===== src/rtl/rj_rx_deser.sv =====
// Right-justified serial audio receiver: deserializes Sdata, splits samples by Lrclk and
// drives write strobe, row and clear for the per-channel sample memories. Optional macro: RJ_BITCNT_CHK_EN.
module rj_rx_deser #(
    parameter int DATA_W    = 16,
    parameter int ROW_W     = 4,
    parameter bit RIGHT_LVL = 1'b1
) (
    input  logic              Sclk,
    input  logic              clear_n,
    input  logic              enable,
    input  logic              Lrclk,
    input  logic              Sdata,
    output logic [DATA_W-1:0] dataL,
    output logic [DATA_W-1:0] dataR,
    output logic              rj_statusL,
    output logic              rj_statusR,
    output logic [ROW_W-1:0]  row,
    output logic              mem_clear,
    output logic              frame_wrap,
    output logic              err_short
);

    typedef enum logic [1:0] {IDLE, SYNC, RUN} state_t;

    state_t            state;
    logic [DATA_W-1:0] shreg;
    logic              lr_q;
    logic              lr_edge;
    logic              old_is_right;
    logic              vld_l_p0;
    logic              vld_r_p0;
    logic              mclr_l;
    logic              mclr_r;
    logic              busy;
    logic              drop_short;

    assign lr_edge      = (Lrclk != lr_q);
    assign old_is_right = (lr_q == RIGHT_LVL);
    // A capture still travelling toward its strobe blocks a newer one (sub-3-cycle halves).
    assign busy         = vld_l_p0 | vld_r_p0 | rj_statusL | rj_statusR;

`ifdef RJ_BITCNT_CHK_EN
    localparam logic [5:0] MIN_BITS = 6'(DATA_W);

    logic [5:0] bitcnt;

    function automatic logic [5:0] sat_inc(input logic [5:0] v);
        return (v == 6'd63) ? v : v + 6'd1;
    endfunction

    always_ff @(posedge Sclk or negedge clear_n) begin
        if (!clear_n) begin
            bitcnt <= '0;
        end else if (lr_edge) begin
            bitcnt <= 6'd1;
        end else begin
            bitcnt <= sat_inc(bitcnt);
        end
    end

    assign drop_short = (bitcnt < MIN_BITS);
`else
    assign drop_short = 1'b0;
`endif

    always_ff @(posedge Sclk or negedge clear_n) begin
        if (!clear_n) begin
            state      <= IDLE;
            shreg      <= '0;
            lr_q       <= 1'b0;
            dataL      <= '0;
            dataR      <= '0;
            vld_l_p0   <= 1'b0;
            vld_r_p0   <= 1'b0;
            rj_statusL <= 1'b0;
            rj_statusR <= 1'b0;
            row        <= '0;
            mem_clear  <= 1'b0;
            frame_wrap <= 1'b0;
            err_short  <= 1'b0;
            mclr_l     <= 1'b0;
            mclr_r     <= 1'b0;
        end else begin
            shreg      <= {shreg[DATA_W-2:0], Sdata};
            lr_q       <= Lrclk;
            vld_l_p0   <= 1'b0;
            vld_r_p0   <= 1'b0;
            rj_statusL <= 1'b0;
            rj_statusR <= 1'b0;
            mem_clear  <= 1'b0;
            frame_wrap <= 1'b0;

            if (!enable) begin
                state <= IDLE;
            end else begin
                // stage p0: capture the word that ended at this Lrclk edge
                case (state)
                    IDLE: begin
                        state     <= SYNC;
                        row       <= '0;
                        err_short <= 1'b0;
                        mclr_l    <= 1'b1;
                        mclr_r    <= 1'b1;
                    end
                    SYNC: begin
                        if (lr_edge) begin
                            state <= RUN;
                        end
                    end
                    RUN: begin
                        if (lr_edge && !busy) begin
                            if (drop_short) begin
                                err_short <= 1'b1;
                            end else if (old_is_right) begin
                                dataR    <= shreg;
                                vld_r_p0 <= 1'b1;
                            end else begin
                                dataL    <= shreg;
                                vld_l_p0 <= 1'b1;
                            end
                        end
                    end
                    default: state <= IDLE;
                endcase

                // stage p1: write strobe, data already settled for one cycle
                rj_statusL <= vld_l_p0;
                rj_statusR <= vld_r_p0;
                if (vld_l_p0) begin
                    mem_clear <= mclr_l;
                    mclr_l    <= 1'b0;
                end
                if (vld_r_p0) begin
                    mem_clear <= mclr_r;
                    mclr_r    <= 1'b0;
                end

                // stage p2: advance row once the right strobe has dropped
                if (rj_statusR) begin
                    row        <= row + 1'b1;
                    frame_wrap <= &row;
                end
            end
        end
    end

endmodule

===== config.mk =====
export PLATFORM = sky130hd
export DESIGN_NAME = rj_rx_deser
export DESIGN_NICKNAME = d
export VERILOG_FILES = /design/src/rtl/rj_rx_deser.sv
export SDC_FILE = /design/constraint.sdc
export NUM_CORES = 1
export LEC_CHECK = 0
export CAP_MARGIN = 20
export CORE_UTILIZATION = 30
export DETAILED_ROUTE_END_ITERATION = 16
export SLEW_MARGIN = 0
export SYNTH_ARGS = -nofsm -noshare
export SYNTH_HDL_FRONTEND = slang
export SYNTH_SLANG_ARGS = --single-unit

===== constraint.sdc =====
create_clock -name Sclk -period 2.73 [get_ports Sclk]
set_input_delay 0.273 -clock Sclk [delete_from_list [all_inputs] [get_ports Sclk]]
set_output_delay 0.273 -clock Sclk [all_outputs]
set_load 0.05 [all_outputs]

==> results of run 1 <==
## flip-flops by register name (all words and copies together), names as in the netlist
name / count
rj_statusR: 1
frame_wrap: 1
dataR: 16
dataL: 16
vld_l_p0: 1
state: 2
rj_statusL: 1
vld_r_p0: 1
lr_q: 1
mclr_l: 1
shreg: 16
row: 4
mclr_r: 1
mem_clear: 1
## kinds of logic (layout without fill, tap and decap cells)
| family | after synthesis | after routing | share of synthesized area, % |
|---|---|---|---|
| buffers and inverters | 6 | 63 | 1.77 |
| flip-flops | 63 | 63 | 67.5 |
| XOR/XNOR | 1 | 1 | 0.375 |
| AO/OA/AOI/OAI | 8 | 8 | 2.46 |
| adder cells (fa/ha/maj) | 1 | 1 | 0.536 |
| multiplexers | 34 | 34 | 19.2 |
| other | 1 | 1 | 0.161 |
| AND/OR/NAND/NOR | 27 | 27 | 7.98 |
## where the power goes
group	internal, W	switching (W)
clock	0.000562	0.000355
combinational	0.000276	0.000451
sequential	0.00105	0.0000765
total	0.00189	0.000882
## routing by layer
| metal | wire length, microns | share of wire (%) | up-vias | GRT usage (%) |
|---|---|---|---|---|
| met5 | 0 | 0 | - | 0 |
| met4 | 112 | 2.8 | 0 | 7.66 |
| met3 | 204 | 5.1 | 11 | 3.64 |
| met2 | 1720 | 43 | 33 | 15.5 |
| met1 | 1980 | 49 | 623 | 15.0 |
| li1 | - | - | 589 | - |
## Yosys cell counts (2+ instances only)
cell type / number / area (sq um)
a22o_1: 2 / 17.5
buf_6: 2 / 22.5
nor2_1: 8 / 30.0
mux2_2: 15 / 169
and2_1: 3 / 18.8
nand4_4: 2 / 42.5
o21ai_0: 2 / 10.0
inv_1: 2 / 7.51
nand2_1: 4 / 15.0
mux2_4: 18 / 270
nor2b_1: 3 / 18.8
dfrtp_1: 63 / 1580
nand2b_1: 2 / 12.5
nand3_1: 2 / 10.0
## worst min-delay path by stage
stage | slack, ns | to | from
2_1_floorplan | -0.02 | dataL[0] | clear_n
3_5_place_dp | 0.37 | row[2] | clear_n
5_1_grt | 0.04 | vld_r_p0 | clear_n
3_3_place_gp | 0.37 | row[2] | clear_n
4_1_cts | 0.003 | row[2] | clear_n
6_report | -0.02 | vld_r_p0 | clear_n
## area by class of cell
type | count | share of cell area (%)
clock buffer | 11 | 4.86
clock inverter | 5 | 2.57
inverter | 2 | 0.241
multi-input combinational | 72 | 23.1
sequential | 63 | 50.6
tap | 99 | 3.98
timing repair buffer | 45 | 14.6
## stage by stage
stage | util [%] | cells | total power, W | worst slack, ns | hold slack (ns)
after global routing | 42.0 | 297 | 0.00289 | 0.710 | 0.0414
final | 42.0 | 297 | 0.00277 | 0.763 | -0.0166
after global placement | 38.9 | 281 | 0.00187 | 0.674 | 0.366
after floorplan | - | 141 | 0.00161 | 0.843 | -0.0226
after CTS | 42.0 | 297 | 0.00280 | 0.737 | 0.00314
after detailed placement | 38.9 | 281 | 0.00188 | 0.631 | 0.368
==> reports/results.txt, run 1 <==
status: finished, violations left
violated checks: hold timing
Top FF cell, synth: dfrtp_1
DP Area: 0.00288 sq mm
number of flops mapped to enable cells by yosys: 0
most common cell after layout, fill and taps aside: dfrtp_1
fraction of layout cells with a size suffix above 1: 27.3%
grt total ovfl: 0
CTS root buffer: clkbuf_8
Core ar.: 0.00741 sq mm
worst setup path class: reg -> out
number of remaining DRC errors: 0
detailed placement HPWL: 2.67 mm
GP Congestion: 0.709
Max Clk Rate: 508 MHz
initial antenna violation count: 0
Hold Slack: -0.0166 ns
r2r startpoint: rj_statusR
WP data arrival: 1.69 ns
DRT Pass-1 Iters: 4
setup bufs post-CTS: 0
largest net degree at the start of global routing: 34
Detailed Route Iter0 Violations: 30
Async S/R FF share, synth: 100%
Worst Path Buf+Inv: 1
fill count: 674
post_cts resized: 0
PortBufs: 44
Multi-input gate area: 718 sq um
RSZ-0062 raised after global routing: false
Setup violations, final: 0
vias in the first global route: 1339
r2r endpoint: dataR[8]
area grow syn2layout: 33.3%
critical-path cell list: clkdlybuf4s50_1
CTS Buf Count: 9
Fin. Hold Viols: 30
Initial Utilization: 31.5%
synthesized instance count: 141
Post-DRT Antenna Nets: 0
final worst path period need: 1.97 ns
nets: 199
post-synth design cell area: 0.00234 sq mm
row cnt: 31
Reg clk slew, reported paths: 0.07 ns
fin. max-slew vios: 0
Worst R2R Path Depth: 3
DR vias/cell: 4.23
number of max-cap violations: 0
Lkg Pwr: 1.45 nW
commonest non-fill, non-tap cells in the layout: 63 x dfrtp_1, 43 x clkdlybuf4s50_1, 18 x mux2_4
measured slew at the worst slew-check pin: 0.696 ns
Worst Path Required: 2.46 ns
cell area after layout: 0.00311 sq mm
CP max stage cell: clkdlybuf4s50_1
Reg area: 0.00158 sq mm
CTS max path bufs: 2
Worst Hold Class: in -> async
Die Area: 0.00814 sq mm
CP top delay family: buffers and inverters
flop-to-flop setup slack: 0.85 ns
CP Max Fanout: 7
I/O pin total: 46
WL final: 4.01 mm
Final Cycle Share: 72.0%
CTS Hold Bufs: 0
setup TNS: 0 ns
via count: 1256
Worst setup endpoint: rj_statusR
drt wl/cell: 13.5 microns
number of diodes: 0
post-synthesis net count: 147
CP Launch Point: rj_statusR
yosys warns: 0
global-route wire length before repair: 6.92 mm
VDD IR max: 0.000406 V
Seq cells post-synth: 63
chip width: 90.2 microns
CTS sink count: 63
crit start category: register
gr usage total: 11.3%
chip height: 90.2 microns
WP depth: 1
clock skew: 0.00927 ns
Rel. slew slack: 53.6%
Pwr Density: 889 mW/mm^2
worst stage delay on the critical path: 0.86 ns
CTS tree: yes
H-tree depth: 3
Cell variety after synth: 27
Post-Syn Area per Cell: 16.6 sq um
CP Capture Type: output port
post-synthesis sequential area ratio: 67.5%
clock latency reported for the late side of the worst-skew pair: 0.34 ns
(Power assumes the default switching activity.)
==> run 2: changes to the inputs <==
- clock period: 2.73 -> 1.79 ns (I/O delays scaled with it)
==> reports/results.txt, run 2 (synthesis results as in run 1) <==
CTS root buffer: clkbuf_8
WP data arrival: 1.55 ns
worst setup path class: reg -> out
area grow syn2layout: 35.6%
CP Capture Type: output port
worst stage delay on the critical path: 0.82 ns
via count: 1266
global-route wire length before repair: 6.89 mm
grt total ovfl: 0
Setup violations, final: 0
nets: 206
Worst Path Buf+Inv: 1
row cnt: 31
PortBufs: 44
DR vias/cell: 4.16
Worst Path Required: 1.61 ns
CP max stage cell: clkdlybuf4s50_1
fraction of layout cells with a size suffix above 1: 29.8%
number of remaining DRC errors: 0
number of diodes: 0
fill count: 669
RSZ-0062 raised after global routing: false
drt wl/cell: 13.1 microns
Rel. slew slack: 65.6%
Lkg Pwr: 1.54 nW
final worst path period need: 1.73 ns
crit start category: register
Worst Hold Class: in -> reg
chip width: 90.2 microns
CTS tree: yes
initial antenna violation count: 0
setup TNS: 0 ns
detailed placement HPWL: 2.66 mm
CTS Buf Count: 9
pre-CTS setup slack: 0.0777 ns
Post-DRT Antenna Nets: 0
WL final: 3.99 mm
vias in the first global route: 1328
Die Area: 0.00814 sq mm
Max Clk Rate: 578 MHz
CTS sink count: 63
commonest non-fill, non-tap cells in the layout: 62 x dfrtp_1, 39 x clkdlybuf4s50_1, 18 x mux2_4
VDD IR max: 0.000542 V
Core ar.: 0.00741 sq mm
H-tree depth: 3
Worst Slack Setup Final: 0.0607 ns
largest registers: dataL x16, dataR x16, shreg x16
GP Congestion: 0.686
CTS max path bufs: 2
status: complete, no violations
chip height: 90.2 microns
Pwr Density: 1300 mW/mm^2
measured slew at the worst slew-check pin: 0.515 ns
gr usage total: 11.2%
Final Cycle Share: 96.6%
largest net degree at the start of global routing: 21
DRT Pass-1 Iters: 4
Reg clk slew, reported paths: 0.07 ns
Detailed Route Iter0 Violations: 46
critical-path cell list: clkdlybuf4s50_1
I/O pin total: 46
CP Max Fanout: 2
clock latency reported for the late side of the worst-skew pair: 0.33 ns
Fin. Hold Viols: 0
Initial Utilization: 31.5%
most common cell after layout, fill and taps aside: dfrtp_1
clock skew: 0.00659 ns
CP top delay family: buffers and inverters
fin. max-slew vios: 0
number of max-cap violations: 0
run 2: changes by cell type in the layout (fill, tap and decap cells not counted):
| cell | previous run | this run |
|---|---|---|
| clkinv_2 | 1 | 2 |
| clkdlybuf4s50_1 | 43 | 39 |
| dlygate4sd3_1 | 0 | 1 |
| buf_4 | 0 | 6 |
| clkbuf_8 | 11 | 9 |
| dlymetal6s2s_1 | 0 | 3 |
| clkbuf_1 | 0 | 1 |
| dfrtp_1 | 63 | 62 |
| buf_12 | 1 | 2 |
| dfrtp_2 | 0 | 1 |
run 2: where the power goes:
| part | switching [W] | internal (W) |
|---|---|---|
| registers | 0.000110 | 0.00160 |
| logic | 0.000688 | 0.000428 |
| clock network | 0.000526 | 0.000779 |
run 2: layer usage:
layer	up-vias	GRT usage, %	wire length [microns]
met1	630	14.9	1930
li1	597	-	-
met2	32	15.9	1830
met3	7	3.30	174
met5	-	0	0
met4	0	6.85	57
run 2: final cells by class:
class	instances	area, sq um	area share [%]
Sequential cell	63	1580	49.8
Multi-Input combinational cell	72	718	22.7
Clock inverter	6	85.1	2.69
Inverter	2	7.51	0.237
Timing Repair Buffer	52	528	16.7
Tap cell	99	124	3.91
Clock buffer	10	128	4.03
run 2: what timing repair did:
item / in CTS / in global routing
buffers inserted: 0 / 0
hold endpoints to repair: 17 / 0
hold buffers: 1 / 0
resized for setup: 0 / 3
endpoints found under the setup margin: 0 / 3
run 2: final timing paths:
path	from	to	slack, ns	cells past startpoint
setup reg to reg	rj_statusR	dataL[10]	0.14	4
hold / removal	Sdata	shreg[0]	0.28	1
max in group asynchronous	clear_n	rj_statusR	0.84	3
min in group asynchronous	clear_n	dataL[14]	0.32	2
setup / recovery	rj_statusL	rj_statusL	0.06	1
hold reg to reg	shreg[2]	shreg[3]	0.40	0
run 2: per-stage QoR:
step | hold slack (ns) | power [W] | std cells | utilization (%) | area (sq um)
6_report | 0.284 | 0.00413 | 304 | 42.8 | 3170
5_1_grt | 0.283 | 0.00432 | 304 | 42.8 | 3170
4_1_cts | 0.266 | 0.00419 | 304 | 42.7 | 3160
3_5_place_dp | 0.145 | 0.00286 | 287 | 39.7 | 2940
3_3_place_gp | 0.146 | 0.00285 | 287 | 39.7 | 2940
2_1_floorplan | -0.117 | 0.00246 | 141 | - | 2340
==> run 3: changes to the inputs <==
- CORE_ASPECT_RATIO: default -> 0.75
==> reports/results.txt, run 3 (synthesis results as in run 1) <==
most common cell after layout, fill and taps aside: dfrtp_1
critical-path cell list: clkdlybuf4s50_1
Setup violations, final: 0
fill count: 694
fin. max-slew vios: 0
GP Congestion: 0.683
DP Area: 0.00295 sq mm
CTS tree: yes
Seq pwr share: 40.7%
gr usage total: 11.4%
internal power: 0.00289 W
vias in the first global route: 1324
largest net degree at the start of global routing: 26
VDD IR max: 0.000921 V
fraction of layout cells with a size suffix above 1: 28.9%
Worst Path Required: 1.61 ns
Rel. slew slack: 65.0%
largest registers: dataL x16, dataR x16, shreg x16
Reg clk slew, reported paths: 0.06 ns
Initial Utilization: 31.4%
detailed placement HPWL: 2.73 mm
clock skew: 0.00768 ns
crit start category: register
WL final: 4.12 mm
CP Capture Type: output port
CP Max Fanout: 4
global-route wire length before repair: 7.02 mm
initial antenna violation count: 0
CTS max path bufs: 2
chip width: 104 microns
switch share: 31.3%
CP top delay family: buffers and inverters
number of max-cap violations: 0
setup bufs post-CTS: 0
Multi-input gate area: 718 sq um
clock share of power: 32.6%
Die Area: 0.00815 sq mm
number of diodes: 0
WP data arrival: 1.56 ns
chip height: 78.4 microns
worst setup path class: reg -> out
grt total ovfl: 0
setup TNS: 0 ns
measured slew at the worst slew-check pin: 0.523 ns
DR vias/cell: 4.21
CTS Buf Count: 9
Detailed Route Iter0 Violations: 37
CTS root buffer: clkbuf_8
Net Switching: 0.00132 W
cell area after layout: 0.00318 sq mm
clock latency reported for the late side of the worst-skew pair: 0.32 ns
Max Clk Rate: 577 MHz
Core ar.: 0.00743 sq mm
RSZ-0062 raised after global routing: false
Final Cycle Share: 96.9%
final worst path period need: 1.73 ns
number of remaining DRC errors: 0
Pwr Density: 1320 mW/mm^2
DRT Pass-1 Iters: 4
Post-DRT Antenna Nets: 0
row cnt: 27
Fin. Hold Viols: 0
worst stage delay on the critical path: 0.82 ns
Lkg Pwr: 1.53 nW
CTS sink count: 63
CP max stage cell: clkdlybuf4s50_1
Comb pwr share: 26.7%
area grow syn2layout: 36.3%
commonest non-fill, non-tap cells in the layout: 62 x dfrtp_1, 40 x clkdlybuf4s50_1, 18 x mux2_4
Worst Path Buf+Inv: 1
nets: 205
drt wl/cell: 13.5 microns
H-tree depth: 3
status: complete, no violations
PortBufs: 44
Worst Hold Class: in -> reg
via count: 1285
Reg area: 0.00158 sq mm
I/O pin total: 46
## run 3: what timing repair did
item	in CTS	in global routing
hold buffers	1	0
endpoints found under the setup margin	0	2
endpoints found under the hold margin	17	0
resized for setup	0	2
## run 3: path summary, 6_finish.rpt
path / startpoint / end / slack (ns) / depth (start not counted)
worst min-delay path: Sdata / shreg[0] / 0.29 / 1
max in group asynchronous: clear_n / frame_wrap / 0.84 / 3
worst max register to register: rj_statusR / dataR[8] / 0.13 / 4
min in group asynchronous: clear_n / dataL[9] / 0.33 / 2
worst max-delay path: row[1] / row[1] / 0.06 / 1
worst min register to register: shreg[0] / shreg[1] / 0.40 / 0
## run 3: area by class of cell
type	instances	share of cell area, %
well taps	101	3.97
clock buffers	13	4.99
repair buffers	51	16.7
flip-flops and latches	63	49.5
multi-input cells	72	22.6
inverters	2	0.236
clock inverters	3	2.04
## run 3: layer usage
metal	part of all wire [%]	routed length (microns)	track usage, %	up-vias
met1	52	2160	16.3	636
met2	42	1720	15.4	39
met5	0	0	0	-
met3	5.0	205	3.82	5
met4	0.99	41	5.14	0
li1	-	-	-	605
## run 3: metrics by stage
step           std cells  hold slack (ns)  power (W)  worst slack [ns]  utilization [%]
6_report             305            0.289    0.00421            0.0557             42.8
5_1_grt              305            0.292    0.00438            0.0163             42.8
4_1_cts              305            0.271    0.00426           0.00890             42.8
3_5_place_dp         288            0.149    0.00287            0.0846             39.6
3_3_place_gp         288            0.148    0.00286             0.110             39.6
2_1_floorplan        141           -0.117    0.00246            0.0146                -
## run 3: power groups by stage
stage	Clock (W)	Sequential, W	Combinational, W
finish	0.00137	0.00171	0.00112
global route	0.00147	0.00174	0.00117
CTS	0.00141	0.00172	0.00114
detailed placement	0	0.00174	0.00113
global placement	0	0.00174	0.00112
floorplan	0	0.00224	0.000214
